===== src/rtl/fmadd_exponent_adder_pipe_if.sv =====
// Operand/result bundle for the FMADD exponent pipe: operand pair in, flagged exponent result out.
// The slave modport is the pipe's view and the master modport is the producer/consumer view.
interface fmadd_exponent_adder_pipe_if #(
    parameter int EXP = 8
);
    logic           flush;
    logic           in_valid;
    logic           in_ready;
    logic [EXP:0]   in_a;
    logic [EXP:0]   in_b;
    logic           out_valid;
    logic           out_ready;
    logic [EXP:0]   out_raw_exp;
    logic [EXP-1:0] out_exp;
    logic           out_sign;
    logic           out_underflow_check;
    logic           out_overflow;
    logic           out_zero;

    modport slave (
        input  flush, in_valid, in_a, in_b, out_ready,
        output in_ready, out_valid, out_raw_exp, out_exp, out_sign,
               out_underflow_check, out_overflow, out_zero
    );

    modport master (
        output flush, in_valid, in_a, in_b, out_ready,
        input  in_ready, out_valid, out_raw_exp, out_exp, out_sign,
               out_underflow_check, out_overflow, out_zero
    );
endinterface


===== src/rtl/fmadd_exponent_adder_pipe.sv =====
// Exponent sum, de-bias, product sign and range flags for the FMADD multiply stage; 2-cycle latency.
// Two-stage elastic pipe: S2 holds while out_ready is low, in_ready drops once both stages are full.
module fmadd_exponent_adder_pipe #(
    parameter int EXP   = 8,
    parameter int BIAS  = 127,
    parameter int GUARD = 24
) (
    input  logic                         clk,
    input  logic                         rst_l,
    fmadd_exponent_adder_pipe_if.slave   io
);
    // Thresholds live at EXP+2 bits so BIAS + 2^EXP - 1 cannot overflow.
    localparam logic [EXP+1:0] UF_LIM  = (EXP+2)'(BIAS - GUARD);
    localparam logic [EXP+1:0] OVF_LIM = (EXP+2)'(BIAS + (2**EXP) - 1);
    localparam logic [EXP+1:0] BIAS_W  = (EXP+2)'(BIAS);

    logic           s1_valid_q, s1_valid_d;
    logic [EXP:0]   s1_raw_q, s1_raw_d;
    logic           s1_sign_q, s1_sign_d;
    logic           s1_zero_q, s1_zero_d;

    logic           s2_valid_q, s2_valid_d;
    logic [EXP:0]   s2_raw_q, s2_raw_d;
    logic [EXP-1:0] s2_exp_q, s2_exp_d;
    logic           s2_sign_q, s2_sign_d;
    logic           s2_uf_q, s2_uf_d;
    logic           s2_ovf_q, s2_ovf_d;
    logic           s2_zero_q, s2_zero_d;

    logic           s1_adv, s2_adv, s1_load, s2_load;
    logic [EXP+1:0] raw_x;

    always_comb begin
        s2_adv  = !s2_valid_q || io.out_ready;
        s1_adv  = !s1_valid_q || s2_adv;
        s1_load = io.in_valid && s1_adv && !io.flush;
        s2_load = s1_valid_q && s2_adv;

        s1_valid_d = io.flush ? 1'b0 : (s1_adv ? io.in_valid : s1_valid_q);
        s2_valid_d = io.flush ? 1'b0 : (s2_adv ? s1_valid_q : s2_valid_q);

        s1_raw_d  = {1'b0, io.in_a[EXP-1:0]} + {1'b0, io.in_b[EXP-1:0]};
        s1_sign_d = io.in_a[EXP] ^ io.in_b[EXP];
        s1_zero_d = (io.in_a[EXP-1:0] == '0) || (io.in_b[EXP-1:0] == '0);

        raw_x     = {1'b0, s1_raw_q};
        s2_raw_d  = s1_raw_q;
        s2_sign_d = s1_sign_q;
        s2_zero_d = s1_zero_q;
        s2_uf_d   = raw_x < UF_LIM;
        s2_ovf_d  = raw_x >= OVF_LIM;

        if (s1_zero_q || (raw_x < BIAS_W)) begin
            s2_exp_d = '0;
        end else if (s2_ovf_d) begin
            s2_exp_d = '1;
        end else begin
            s2_exp_d = EXP'(raw_x - BIAS_W);
        end
    end

    always_ff @(posedge clk or negedge rst_l) begin
        if (!rst_l) begin
            s1_valid_q <= 1'b0;
            s2_valid_q <= 1'b0;
        end else begin
            s1_valid_q <= s1_valid_d;
            s2_valid_q <= s2_valid_d;
        end
    end

    // Data flops only move on advance; flush leaves their contents alone.
    always_ff @(posedge clk or negedge rst_l) begin
        if (!rst_l) begin
            s1_raw_q  <= '0;
            s1_sign_q <= 1'b0;
            s1_zero_q <= 1'b0;
            s2_raw_q  <= '0;
            s2_exp_q  <= '0;
            s2_sign_q <= 1'b0;
            s2_uf_q   <= 1'b0;
            s2_ovf_q  <= 1'b0;
            s2_zero_q <= 1'b0;
        end else begin
            if (s1_load) begin
                s1_raw_q  <= s1_raw_d;
                s1_sign_q <= s1_sign_d;
                s1_zero_q <= s1_zero_d;
            end
            if (s2_load) begin
                s2_raw_q  <= s2_raw_d;
                s2_exp_q  <= s2_exp_d;
                s2_sign_q <= s2_sign_d;
                s2_uf_q   <= s2_uf_d;
                s2_ovf_q  <= s2_ovf_d;
                s2_zero_q <= s2_zero_d;
            end
        end
    end

    assign io.in_ready            = s1_adv;
    assign io.out_valid           = s2_valid_q;
    assign io.out_raw_exp         = s2_raw_q;
    assign io.out_exp             = s2_exp_q;
    assign io.out_sign            = s2_sign_q;
    assign io.out_underflow_check = s2_uf_q;
    assign io.out_overflow        = s2_ovf_q;
    assign io.out_zero            = s2_zero_q;
endmodule


===== src/flat_wrapper.sv =====
// flat-port wrapper written by rule: the top's interface ports become plain ports
module fmadd_exponent_adder_pipe_flat 
#(
    parameter int EXP   = 8,
    parameter int BIAS  = 127,
    parameter int GUARD = 24
)
  (clk, rst_l, io_flush, io_in_valid, io_in_a, io_in_b, io_out_ready, io_in_ready, io_out_valid, io_out_raw_exp, io_out_exp, io_out_sign, io_out_underflow_check, io_out_overflow, io_out_zero);
  fmadd_exponent_adder_pipe_if #(.EXP(EXP)) io_i ();
  input  logic clk;
  input  logic rst_l;
  input wire logic [$bits(io_i.flush)-1:0] io_flush;
  input wire logic [$bits(io_i.in_valid)-1:0] io_in_valid;
  input wire logic [$bits(io_i.in_a)-1:0] io_in_a;
  input wire logic [$bits(io_i.in_b)-1:0] io_in_b;
  input wire logic [$bits(io_i.out_ready)-1:0] io_out_ready;
  output wire logic [$bits(io_i.in_ready)-1:0] io_in_ready;
  output wire logic [$bits(io_i.out_valid)-1:0] io_out_valid;
  output wire logic [$bits(io_i.out_raw_exp)-1:0] io_out_raw_exp;
  output wire logic [$bits(io_i.out_exp)-1:0] io_out_exp;
  output wire logic [$bits(io_i.out_sign)-1:0] io_out_sign;
  output wire logic [$bits(io_i.out_underflow_check)-1:0] io_out_underflow_check;
  output wire logic [$bits(io_i.out_overflow)-1:0] io_out_overflow;
  output wire logic [$bits(io_i.out_zero)-1:0] io_out_zero;
  assign io_i.flush = io_flush;
  assign io_i.in_valid = io_in_valid;
  assign io_i.in_a = io_in_a;
  assign io_i.in_b = io_in_b;
  assign io_i.out_ready = io_out_ready;
  assign io_in_ready = io_i.in_ready;
  assign io_out_valid = io_i.out_valid;
  assign io_out_raw_exp = io_i.out_raw_exp;
  assign io_out_exp = io_i.out_exp;
  assign io_out_sign = io_i.out_sign;
  assign io_out_underflow_check = io_i.out_underflow_check;
  assign io_out_overflow = io_i.out_overflow;
  assign io_out_zero = io_i.out_zero;
  fmadd_exponent_adder_pipe #(.EXP(EXP), .BIAS(BIAS), .GUARD(GUARD)) u_core (.clk(clk), .rst_l(rst_l), .io(io_i));
endmodule

===== config.mk =====
export PLATFORM = sky130hd
export DESIGN_NAME = fmadd_exponent_adder_pipe_flat
export DESIGN_NICKNAME = d
export VERILOG_FILES = /design/src/rtl/fmadd_exponent_adder_pipe_if.sv /design/src/rtl/fmadd_exponent_adder_pipe.sv /design/src/flat_wrapper.sv
export SDC_FILE = /design/constraint.sdc
export NUM_CORES = 1
export LEC_CHECK = 0
export ABC_AREA = 1
export BUFFER_PORTS_ARGS = -buffer_cell sky130_fd_sc_hd__buf_2
export CAP_MARGIN = 10
export CELL_PAD_IN_SITES_DETAIL_PLACEMENT = 0
export CELL_PAD_IN_SITES_GLOBAL_PLACEMENT = 1
export CORE_ASPECT_RATIO = 1.5
export CORE_MARGIN = 2
export CORE_UTILIZATION = 32
export CTS_CLUSTER_DIAMETER = 120
export DETAILED_ROUTE_END_ITERATION = 12
export PLACE_DENSITY_LB_ADDON = 0.1
export SLEW_MARGIN = 20
export SYNTH_ARGS = -nofsm -noshare
export SYNTH_HDL_FRONTEND = slang
export SYNTH_SLANG_ARGS = --single-unit

===== constraint.sdc =====
create_clock -name clk -period 1.5 [get_ports clk]
set_clock_uncertainty 0.2 [all_clocks]
set_input_delay 0.075 -clock clk [delete_from_list [all_inputs] [get_ports clk]]
set_output_delay 0.075 -clock clk [all_outputs]
set_load 0.01 [all_outputs]

Yosys cells after proc, flatten, opt, wreduce, memory -nomap -nowiden
Index checks and enable logic that the tools add are counted.

Output and inout port bits: 23. Bits of input ports: 23. Bits in registers: 34. Logic and storage cells: 37.

Bitwise operators: 1. Order comparisons: 3. Reductions and logical operators: 14. Mux-type cells: 6. Add/sub/neg operators: 2.

Operators with widths (number): $lt 9x7->1 const B (2); $logic_not 8->1 (2); $mux 8 (2); $add 8x8->9 (1); $ge 9x9->1 const B (1); $sub 8x7->8 const B (1); $logic_or 1x1->1 (4); $mux 1 (4); $reduce_bool 2->1 (2); $logic_and 1x1->1 (3); $logic_not 1->1 (3); $xor 1x1->1 (1).

Longest topological paths before layout
Gate-level depths: netlist (run 1).

Word-level depth: 5. Mapped depth: 11. Gate-level depth less buffers: 11.

Worst setup path before layout (run 1)
Ideal clock, no wire load.

Path type: register to register. Start: register u_core.s1_raw_q[0]. End: register u_core.s2_exp_q[0], in the netlist u_core.io.out_exp[0]. Stages on the path, launching flop included: 11. Slack: 75 ps. Data required time: 1183 ps. Clock period less this slack: 1425 ps. Setup time: 117 ps. Path buffers: 0. Arrival: 1108 ps. Path through: dfrtp_1 > inv_1 > ha_1 > inv_1 > nor2_1 > nand2_1 > nor2_2 > nor2_4 > nand2_1 > nand2_1 > nand2_1.

Word-level cells in the longest chain between the ends: 3. Elaborated cells between the ends (all ways): 6. Classes of those cells: 1 x add/sub; 2 x order compare; 2 x mux; 1 x reduce/logical.

RTL lines: start, declared (RTL line fmadd_exponent_adder_pipe.sv:18) `logic [EXP:0] s1_raw_q, s1_raw_d;`; start signal, assigned (RTL line fmadd_exponent_adder_pipe.sv:86) `s1_raw_q <= s1_raw_d;`; $sub 8x7->8 (tied with other cells) (RTL line fmadd_exponent_adder_pipe.sv:58) `s2_exp_d = EXP'(raw_x - BIAS_W);`; $mux 8 / $logic_or 1x1->1 (equally long branches) (RTL line fmadd_exponent_adder_pipe.sv:55, fmadd_exponent_adder_pipe.sv:53); $mux 8 (*) (RTL line fmadd_exponent_adder_pipe.sv:53) `if (s1_zero_q || (raw_x < BIAS_W)) begin`; end signal, assigned (RTL line fmadd_exponent_adder_pipe.sv:92) `s2_exp_q <= s2_exp_d;`; end, declared (RTL line fmadd_exponent_adder_pipe.sv:24) `logic [EXP-1:0] s2_exp_q, s2_exp_d;`.

Mark *: on every way between the ends. The rest lies on a longest branch, timed or not. A chain may end at the register's enable or synchronous reset.

Final worst setup path (run 1)
Start: register u_core.s1_raw_q[1]. End: register u_core.s2_exp_q[7], in the netlist u_core.io.out_exp[7].

Same word-level chain as after synthesis.

==> results.toml, run 1 <==
[routing]
ant_nets = 0
vias_per_cell = 4.39
drtPass1Iterations = 4
vias = 1895
drc_errors = 0
drt_iter0_drc = 45
routed_wirelength_um = 4950
routedWlPerCell_um = 11.5

[sta]
fmax_ghz = 0.681
final.period_utilization_pct = 97.8
maxSlewViolCount = 0
holdWs_ns = 0.0271
final.setup.tns_ns = 0
rsz0062_at_grt = "yes"
finalSetupViolations = 0
hold_viol_final = 0
fin_ws_ns = 0.0324
max-slew-margin-rel_pct = 73.2
fin_crit_ns = 1.47
tightest_slew_ns = 0.402

[setup_path]
worstSetupPathType = "reg2reg"
cp-end-kind = "flop"
cp.required_ns = 1.48
cp.arrival_ns = 1.45
reg2reg_to = "u_core.io.out_exp[7]$_DFFE_PN0P_"
worstRegToRegCells = 9
r2r_start = "u_core.s1_raw_q[1]$_DFFE_PN0P_"
r2r_slack_ns = 0.03
crit_path_max_fanout = 5
cp-start-kind = "flop"

[placement]
dpl_worst_slack_ns = -0.130
place.gp.congestion = 0.738
portBuffers = 45
hpwlAfterDp_um = 3770

[grt]
first_global_vias = 1920
grt_use_met1_pct = 17.4
grt_use_met3_pct = 2.60
grt_first_pass_wirelength_um = 8560
grt_max_degree = 22
antenna_found_initial = 0
grt_usage_pct = 16.7
grt_overflow = 0
grt_use_met2_pct = 31.4
grt_busiest_layer = "met2"

[layout]
layout.cells.most_common = "nand2_1"
drive_above_1_share_pct = 29.2
syn2layout_area_growth_pct = 45.9
fin_nets = 393
fin_util_pct = 48.8
final_cell_mix = "95 x nand2_1, 45 x buf_2, 32 x dfrtp_1"
nFillCells = 616
antennaDiodeCount = 0

[clocking]
htree_levels = 2
cts_root_buf = "clkbuf_8"
clock_latency_ns = 0.29
numClockSinks = 34
clockBufferDepth = 2
numCtsBuffers = 5
cts_tree = "built"
clk_pin_slew_ns = 0.07

[synth]
synth_nets = 296
yosysUniqueCellTypes = 27
ys_seq_area_share_pct = 43.6
syn_avg_cell_area_sq_um = 7.45
synth_seq_cells = 34
syn_area_sq_mm = 0.00195
synth_warnings = 0
netlist_instances = 262

[power]
peakVddDrop_v = 0.000306
power_density_mw_per_mm2 = 1070
p_leak_uw = 0.00153

[status]
status = "finished, final reports clean"

[hold_path]
hp-start = "io_in_b[1]"
min_path_cells = 5
holdPathEnd = "u_core.s1_zero_q$_DFFE_PN0P_"
hold_class = "in2reg"

[die]
ioPinCount = 46
initial_utilization_pct = 33.5
rows = 34
die_h_um = 99.6
coreArea_sq_mm = 0.00583
dieArea_sq_mm = 0.00675
die_x_um = 67.7

[flow_run]
drv_cap = 0
[worst max-delay path by stage]
stage | startpoint | end | cells after the start
2_1_floorplan | u_core.s1_raw_q[0]$_DFFE_PN0P_ | u_core.io.out_exp[0]$_DFFE_PN0P_ | 10
3_3_place_gp | io_in_b[0] | u_core.s1_raw_q[6]$_DFFE_PN0P_ | 12
3_5_place_dp | io_in_b[0] | u_core.s1_raw_q[6]$_DFFE_PN0P_ | 12
4_1_cts | u_core.s1_raw_q[1]$_DFFE_PN0P_ | u_core.io.out_exp[7]$_DFFE_PN0P_ | 9
5_1_grt | u_core.s1_raw_q[1]$_DFFE_PN0P_ | u_core.io.out_exp[7]$_DFFE_PN0P_ | 9
6_report | u_core.s1_raw_q[1]$_DFFE_PN0P_ | u_core.io.out_exp[7]$_DFFE_PN0P_ | 9
[critical path, stage by stage (launching register included)]
cell	delay, ns
dfrtp_2	0.45
ha_4	0.17
inv_2	0.04
nor2_2	0.03
nand2_2	0.07
nor2_4	0.05
nor2_4	0.15
nand2_1	0.07
nand2_1	0.06
nand2_1	0.05
[cells in the mapped netlist]
cell type	instances	area (sq um)
a21oi_1	5	25.0
nor2_1	27	101
a31oi_1	2	12.5
o21ai_1	6	30.0
inv_1	27	101
o21ai_0	10	50.1
ha_1	10	125
xnor2_1	3	26.3
clkinv_2	1	5.00
buf_2	2	10.0
nand4_1	2	12.5
buf_6	1	11.3
inv_2	4	15.0
o21bai_1	1	7.51
clkbuf_1	1	3.75
nand2_1	97	364
clkinv_1	1	3.75
dfrtp_1	34	851
or2_2	1	6.26
nand2_2	2	12.5
fa_1	1	20.0
nor2_4	1	11.3
xor2_1	4	35.0
nand3_1	14	70.1
nand3_2	2	20.0
nor2_2	2	12.5
nand3b_1	1	7.51
[flip-flops by register name, summed over array words and instances, names as in the netlist]
name                           cells
u_core.io.out_zero                 1
u_core.io.out_overflow             1
u_core.s1_sign_q                   1
u_core.io.out_underflow_check      1
u_core.io.out_raw_exp              9
u_core.io.out_valid                1
u_core.s1_zero_q                   1
u_core.io.out_exp                  8
u_core.io.out_sign                 1
u_core.s1_valid_q                  1
u_core.s1_raw_q                    9
[cell type report]
type / count / area, sq um / area share (%)
multi-input cells: 192 / 1010 / 35.4
clock buffers: 5 / 68.8 / 2.42
inverters: 33 / 129 / 4.53
well taps: 72 / 90.1 / 3.16
clock inverters: 3 / 40.0 / 1.41
flip-flops and latches: 34 / 853 / 30.0
repair buffers: 93 / 657 / 23.1
[cells by family (layout without fill, tap and decap cells)]
| group | after synthesis | count (layout) | synth area share (%) |
|---|---|---|---|
| fa+ha+maj | 11 | 11 | 7.44 |
| compound gates | 24 | 24 | 6.41 |
| xor+xnor | 7 | 7 | 3.14 |
| buf+inv | 37 | 134 | 7.70 |
| flops | 34 | 34 | 43.6 |
| simple gates | 149 | 150 | 31.7 |
[stage by stage]
step / std cells / power (uW) / cell area, sq um
global route: 432 / 3300 / 2850
global placement: 399 / 2140 / 2430
finish: 432 / 3050 / 2850
floorplan: 262 / 1730 / 1950
detailed placement: 399 / 2150 / 2430
CTS: 430 / 3050 / 2770
[repair_timing]
item / in CTS / in global routing
endpoints found under the setup margin: 8 / 13
pin swaps: 1 / 10
endpoints found under the hold margin: 39 / 1
setup buffers: 0 / 2
gates resized for setup: 1 / 17
gates cloned: 1 / 0
hold buffers: 22 / 1
[metal layers]
layer	vias to the layer above	wire, um
li1	1010	-
met1	838	1970
met2	39	2710
met3	8	175
met4	0	95
met5	-	0
[power breakdown]
group          switching (uW)  internal (uW)  leakage (uW)
logic                     526            468       0.00105
registers                 122           1100      0.000425
clock network             342            489     0.0000579
total                     990           2060       0.00153
No activity file was read; power rests on OpenSTA's default activity.
==> run 2, diff against run 1 <==
Settings changed: CELL_PAD_IN_SITES_DETAIL_PLACEMENT 0 to not set, CELL_PAD_IN_SITES_GLOBAL_PLACEMENT 1 to not set, PLACE_DENSITY_LB_ADDON 0.1 to not set.
==> results.toml, run 2 (synthesis gave the netlist of run 1 again) <==
[layout]
final_cell_mix = "94 x nand2_1, 45 x buf_2, 33 x dfrtp_1"
antennaDiodeCount = 0
fin_nets = 384
postLayoutCellArea_sq_mm = 0.00275
drive_above_1_share_pct = 27.6
syn2layout_area_growth_pct = 41.0
fin_cells = 423
layout.cells.most_common = "nand2_1"

[hold_path]
hp-start = "io_in_a[1]"
holdPathEnd = "u_core.s1_raw_q[1]$_DFFE_PN0P_"
hold_class = "in2reg"
min_path_cells = 4

[clocking]
cts_root_buf = "clkbuf_8"
clk_pin_slew_ns = 0.07
htree_levels = 2
numCtsBuffers = 5
numClockSinks = 34
clock_latency_ns = 0.28
cts_tree = "built"
clockBufferDepth = 2

[die]
die_h_um = 99.6
initial_utilization_pct = 33.5
coreArea_sq_mm = 0.00583
dieArea_sq_mm = 0.00675
die_x_um = 67.7
rows = 34
ioPinCount = 46

[placement]
place.gp.congestion = 0.803
hpwlAfterDp_um = 3450
placed_cells = 390
portBuffers = 45
placed_area_sq_mm = 0.00235

[grt]
antenna_found_initial = 0
grt_usage_pct = 15.2
grt_max_degree = 35
grt_first_pass_wirelength_um = 7960
first_global_vias = 1887
grt_overflow = 0

[sta]
hold_viol_final = 0
rsz0062_at_grt = "yes"
fmax_ghz = 0.670
max-slew-margin-rel_pct = 71.8
maxSlewViolCount = 0
final.period_utilization_pct = 99.4
finalSetupViolations = 0
fin_crit_ns = 1.49
tightest_slew_ns = 0.422

[setup_path]
crit_path_max_fanout = 5
crit_chain = "buf_6 -> nand2_2 -> nor2_2 -> nand2_1 -> nand2_2 -> nor2_4 -> nand2_1 -> nand2_1 -> nand2_1"
r2r_slack_ns = 0.008
r2r_start = "u_core.s1_raw_q[1]$_DFFE_PN0P_"
reg2reg_to = "u_core.io.out_exp[5]$_DFFE_PN0P_"
cp.required_ns = 1.47
setup.worst_path.start = "u_core.s1_raw_q[1]$_DFFE_PN0P_"
cp-end-kind = "flop"
critical_path.max_stage_delay_ns = 0.45
cp.arrival_ns = 1.46
cp-start-kind = "flop"
worstRegToRegCells = 9
crit_path_top_delay_cell = "dfrtp_2"
worstSetupPathType = "reg2reg"
cpMostUsedCell = "nand2_1"

[power]
p_leak_uw = 0.00148
peakVddDrop_v = 0.000464
power_density_mw_per_mm2 = 1030

[flow_run]
drv_cap = 0

[routing]
vias_per_cell = 4.39
drtPass1Iterations = 4
routedWlPerCell_um = 10.8
drc_errors = 0
vias = 1858
ant_nets = 0
drt_iter0_drc = 74
routed_wirelength_um = 4590

[status]
status = "finished, final reports clean"
## run 2: cell types whose count changed in the layout (fill, tap and decap cells not counted), moves of 2 or more
cell and change:
a21oi_1 -2, a21oi_2 +2, buf_4 -9, nor2_2 +2, nor2_1 -2
## run 2: how the worst max path moves through the flow
stage	depth (start not counted)	to
2_1_floorplan	10	u_core.io.out_exp[0]$_DFFE_PN0P_
3_3_place_gp	12	u_core.s1_raw_q[6]$_DFFE_PN0P_
3_5_place_dp	12	u_core.s1_raw_q[6]$_DFFE_PN0P_
4_1_cts	9	u_core.io.out_exp[7]$_DFFE_PN0P_
5_1_grt	10	u_core.io.out_exp[5]$_DFFE_PN0P_
6_report	9	u_core.io.out_exp[5]$_DFFE_PN0P_
## run 2: what timing repair did
item | 4_1_cts | 5_1_grt
pin swaps | 5 | 7
setup endpoints to repair | 8 | 14
endpoints found under the hold margin | 39 | 0
setup buffers | 1 | 0
gates cloned | 1 | 0
hold buffers | 23 | 0
resized for setup | 3 | 17
## run 2: layer usage
metal | GRT usage (%) | routed length, um | vias up
li1 | - | - | 988
met1 | 16.4 | 1810 | 812
met2 | 27.5 | 2480 | 47
met3 | 2.94 | 160 | 11
met4 | 7.22 | 142 | 0
met5 | 0 | 0 | -
## run 2: power by group
| part | switching (uW) | leakage [uW] | internal [uW] |
|---|---|---|---|
| logic | 505 | 0.00100 | 424 |
| registers | 126 | 0.000426 | 1100 |
| clock network | 305 | 0.0000482 | 370 |
| total | 936 | 0.00148 | 1900 |
## run 2: through the flow
stage / hold WS (ns) / setup TNS [ns] / setup slack (ns) / power [uW] / util, %
3_5_place_dp: -0.0655 / -0.618 / -0.126 / 2100 / 40.4
3_3_place_gp: -0.0769 / -0.302 / -0.0852 / 2080 / 40.4
4_1_cts: 0.0552 / -0.198 / -0.0300 / 2850 / 46.3
6_report: 0.0595 / 0 / 0.00828 / 2830 / 47.2
5_1_grt: 0.0944 / -0.644 / -0.101 / 3060 / 47.2
2_1_floorplan: -0.421 / 0 / 0.0752 / 1730 / -
## run 2: area by class of cell
cell class / instances / area [sq um]
clock inverters: 1 / 5.00
clock buffers: 7 / 86.3
well taps: 72 / 90.1
repair buffers: 84 / 582
multi-input cells: 192 / 1010
inverters: 33 / 126
fillers: 595 / 3080
flip-flops and latches: 34 / 852
## run 2: critical path: cells and delay by family (launching register included)
family	cells	cell delay, ns
AND/OR/NAND/NOR	8	0.61
flip-flops	1	0.45
buffers and inverters	1	0.13
==> run 3, diff against run 2 <==
Settings changed: CELL_PAD_IN_SITES_DETAIL_PLACEMENT set to 1, CELL_PAD_IN_SITES_GLOBAL_PLACEMENT set to 1, CORE_ASPECT_RATIO 1.5 to 0.75, PLACE_DENSITY_LB_ADDON set to 0.1.
==> results.toml, run 3 (synthesis gave the netlist of run 1 again) <==
[sta]
fin_crit_ns = 1.54
fin_ws_ns = -0.0421
finalSetupViolations = 8
max-slew-margin-rel_pct = 70.3
maxSlewViolCount = 0
hold_viol_final = 0
final.period_utilization_pct = 103
rsz0062_at_grt = "yes"
fmax_ghz = 0.648
tightest_slew_ns = 0.445

[grt]
grt_max_degree = 35
grt_first_pass_wirelength_um = 9760
first_global_vias = 2033
grt_usage_pct = 18.5
grt_overflow = 0
antenna_found_initial = 0

[power]
power_density_mw_per_mm2 = 1060
peakVddDrop_v = 0.000644
p_leak_uw = 0.00150
total_power_uw = 2970

[routing]
routedWlPerCell_um = 13.1
vias_per_cell = 4.53
drtPass1Iterations = 4
drc_errors = 0
drt_iter0_drc = 61
ant_nets = 0
routed_wirelength_um = 5620
vias = 1948

[clocking]
numCtsBuffers = 5
cts_tree = "built"
numClockSinks = 34
cts_root_buf = "clkbuf_8"
htree_levels = 2
clk_pin_slew_ns = 0.07
clockBufferDepth = 2
clock_latency_ns = 0.29

[die]
dieArea_sq_mm = 0.00674
rows = 24
coreArea_sq_mm = 0.00586
ioPinCount = 46
die_h_um = 71.6
die_x_um = 94.2
initial_utilization_pct = 33.3

[setup_path]
r2r_start = "u_core.s1_raw_q[1]$_DFFE_PN0P_"
cp-end-kind = "flop"
crit_end = "u_core.io.out_exp[6]$_DFFE_PN0P_"
setup.worst_path.start = "u_core.s1_raw_q[1]$_DFFE_PN0P_"
reg2reg_to = "u_core.io.out_exp[6]$_DFFE_PN0P_"
crit_path_top_delay_cell = "dfrtp_2"
crit_chain = "ha_4 -> inv_2 -> nor2_1 -> nand2_1 -> nor2_4 -> nor2_4 -> nand2_1 -> nand2_1 -> nand2_1"
worstRegToRegCells = 9
cp.arrival_ns = 1.53
cpMostUsedCell = "nand2_1"
critical_path.max_stage_delay_ns = 0.45
cp.required_ns = 1.49
worstSetupPathType = "reg2reg"
r2r_slack_ns = -0.04
cp-start-kind = "flop"
crit_path_max_fanout = 5

[placement]
hpwlAfterDp_um = 3970
portBuffers = 45
place.gp.congestion = 0.755
placed_area_sq_mm = 0.00237

[layout]
syn2layout_area_growth_pct = 43.6
fin_nets = 385
final_cell_mix = "91 x nand2_1, 45 x buf_2, 32 x dfrtp_1"
nFillCells = 754
drive_above_1_share_pct = 28.7
postLayoutCellArea_sq_mm = 0.00280
seq_area_sq_um = 853
fin_util_pct = 47.8
layout.cells.most_common = "nand2_1"
multiInputGateArea_sq_mm = 0.00103
antennaDiodeCount = 0

[status]
violations = "setup timing"
status = "finished with violations"

[hold_path]
hold_class = "in2reg"

[flow_run]
drv_cap = 0
## run 3: cell types whose count changed in the layout (fill, tap and decap cells not counted), moves of 2 or more
cell and delta:
nor2_2 -2, nand2_2 +2, nor2_1 +2, nand2_1 -3
## run 3: area by class of cell
class                      instances  share of cell area (%)
inverter                          33                    4.51
clock buffer                       7                    3.08
sequential                        34                    30.5
multi-input combinational        192                    37.0
tap                               78                    3.49
clock inverter                     1                   0.179
timing repair buffer              85                    21.3
## run 3: layer usage
layer	track usage [%]	up-vias	wire length, um
met1	26.5	923	2880
met4	3.38	0	44
li1	-	988	-
met2	29.5	32	2490
met5	0	-	0
met3	3.79	5	209
## run 3: worst max-delay path, delay by kind of cell, from the launching register on
| family | cells | cell delay, ns |
|---|---|---|
| flops | 1 | 0.45 |
| buf+inv | 1 | 0.04 |
| fa+ha+maj | 1 | 0.17 |
| simple gates | 7 | 0.58 |
## run 3: timing repair
item	in CTS	in global routing
cloned	1	0
hold buffers	22	0
pin swaps	6	12
resized for setup	4	20
hold endpoints to repair	39	0
setup buffers	1	3
setup endpoints to repair	8	14
## run 3: how the worst min path moves through the flow
| stage | start | to | slack (ns) | depth (start not counted) |
|---|---|---|---|---|
| after floorplan | rst_l | u_core.io.out_exp[0]$_DFFE_PN0P_ | -0.42 | 0 |
| after global placement | rst_l | u_core.s1_sign_q$_DFFE_PN0P_ | -0.06 | 2 |
| after detailed placement | rst_l | u_core.io.out_valid$_DFFE_PN0P_ | -0.05 | 2 |
| after CTS | io_in_b[1] | u_core.s1_zero_q$_DFFE_PN0P_ | 0.05 | 5 |
| after global routing | io_in_b[1] | u_core.s1_zero_q$_DFFE_PN0P_ | 0.08 | 5 |
| final | io_in_a[1] | u_core.s1_zero_q$_DFFE_PN0P_ | 0.06 | 5 |
## run 3: through the flow
step,setup TNS [ns],std cells,setup slack [ns],hold slack (ns)
final,-0.241,430,-0.0421,0.0608
after global routing,-0.916,430,-0.126,0.0839
after CTS,-0.373,427,-0.0614,0.0501
after detailed placement,-1.07,395,-0.153,-0.0452
after global placement,-0.617,395,-0.0975,-0.0627
after floorplan,0,262,0.0752,-0.421
## run 3: power breakdown
group          internal [uW]  leakage [uW]  total, uW  switching [uW]
logic                    459       0.00103       1020             563
registers               1100      0.000425       1230             125
clock network            371     0.0000482        718             347
total                   1930       0.00150       2970            1040
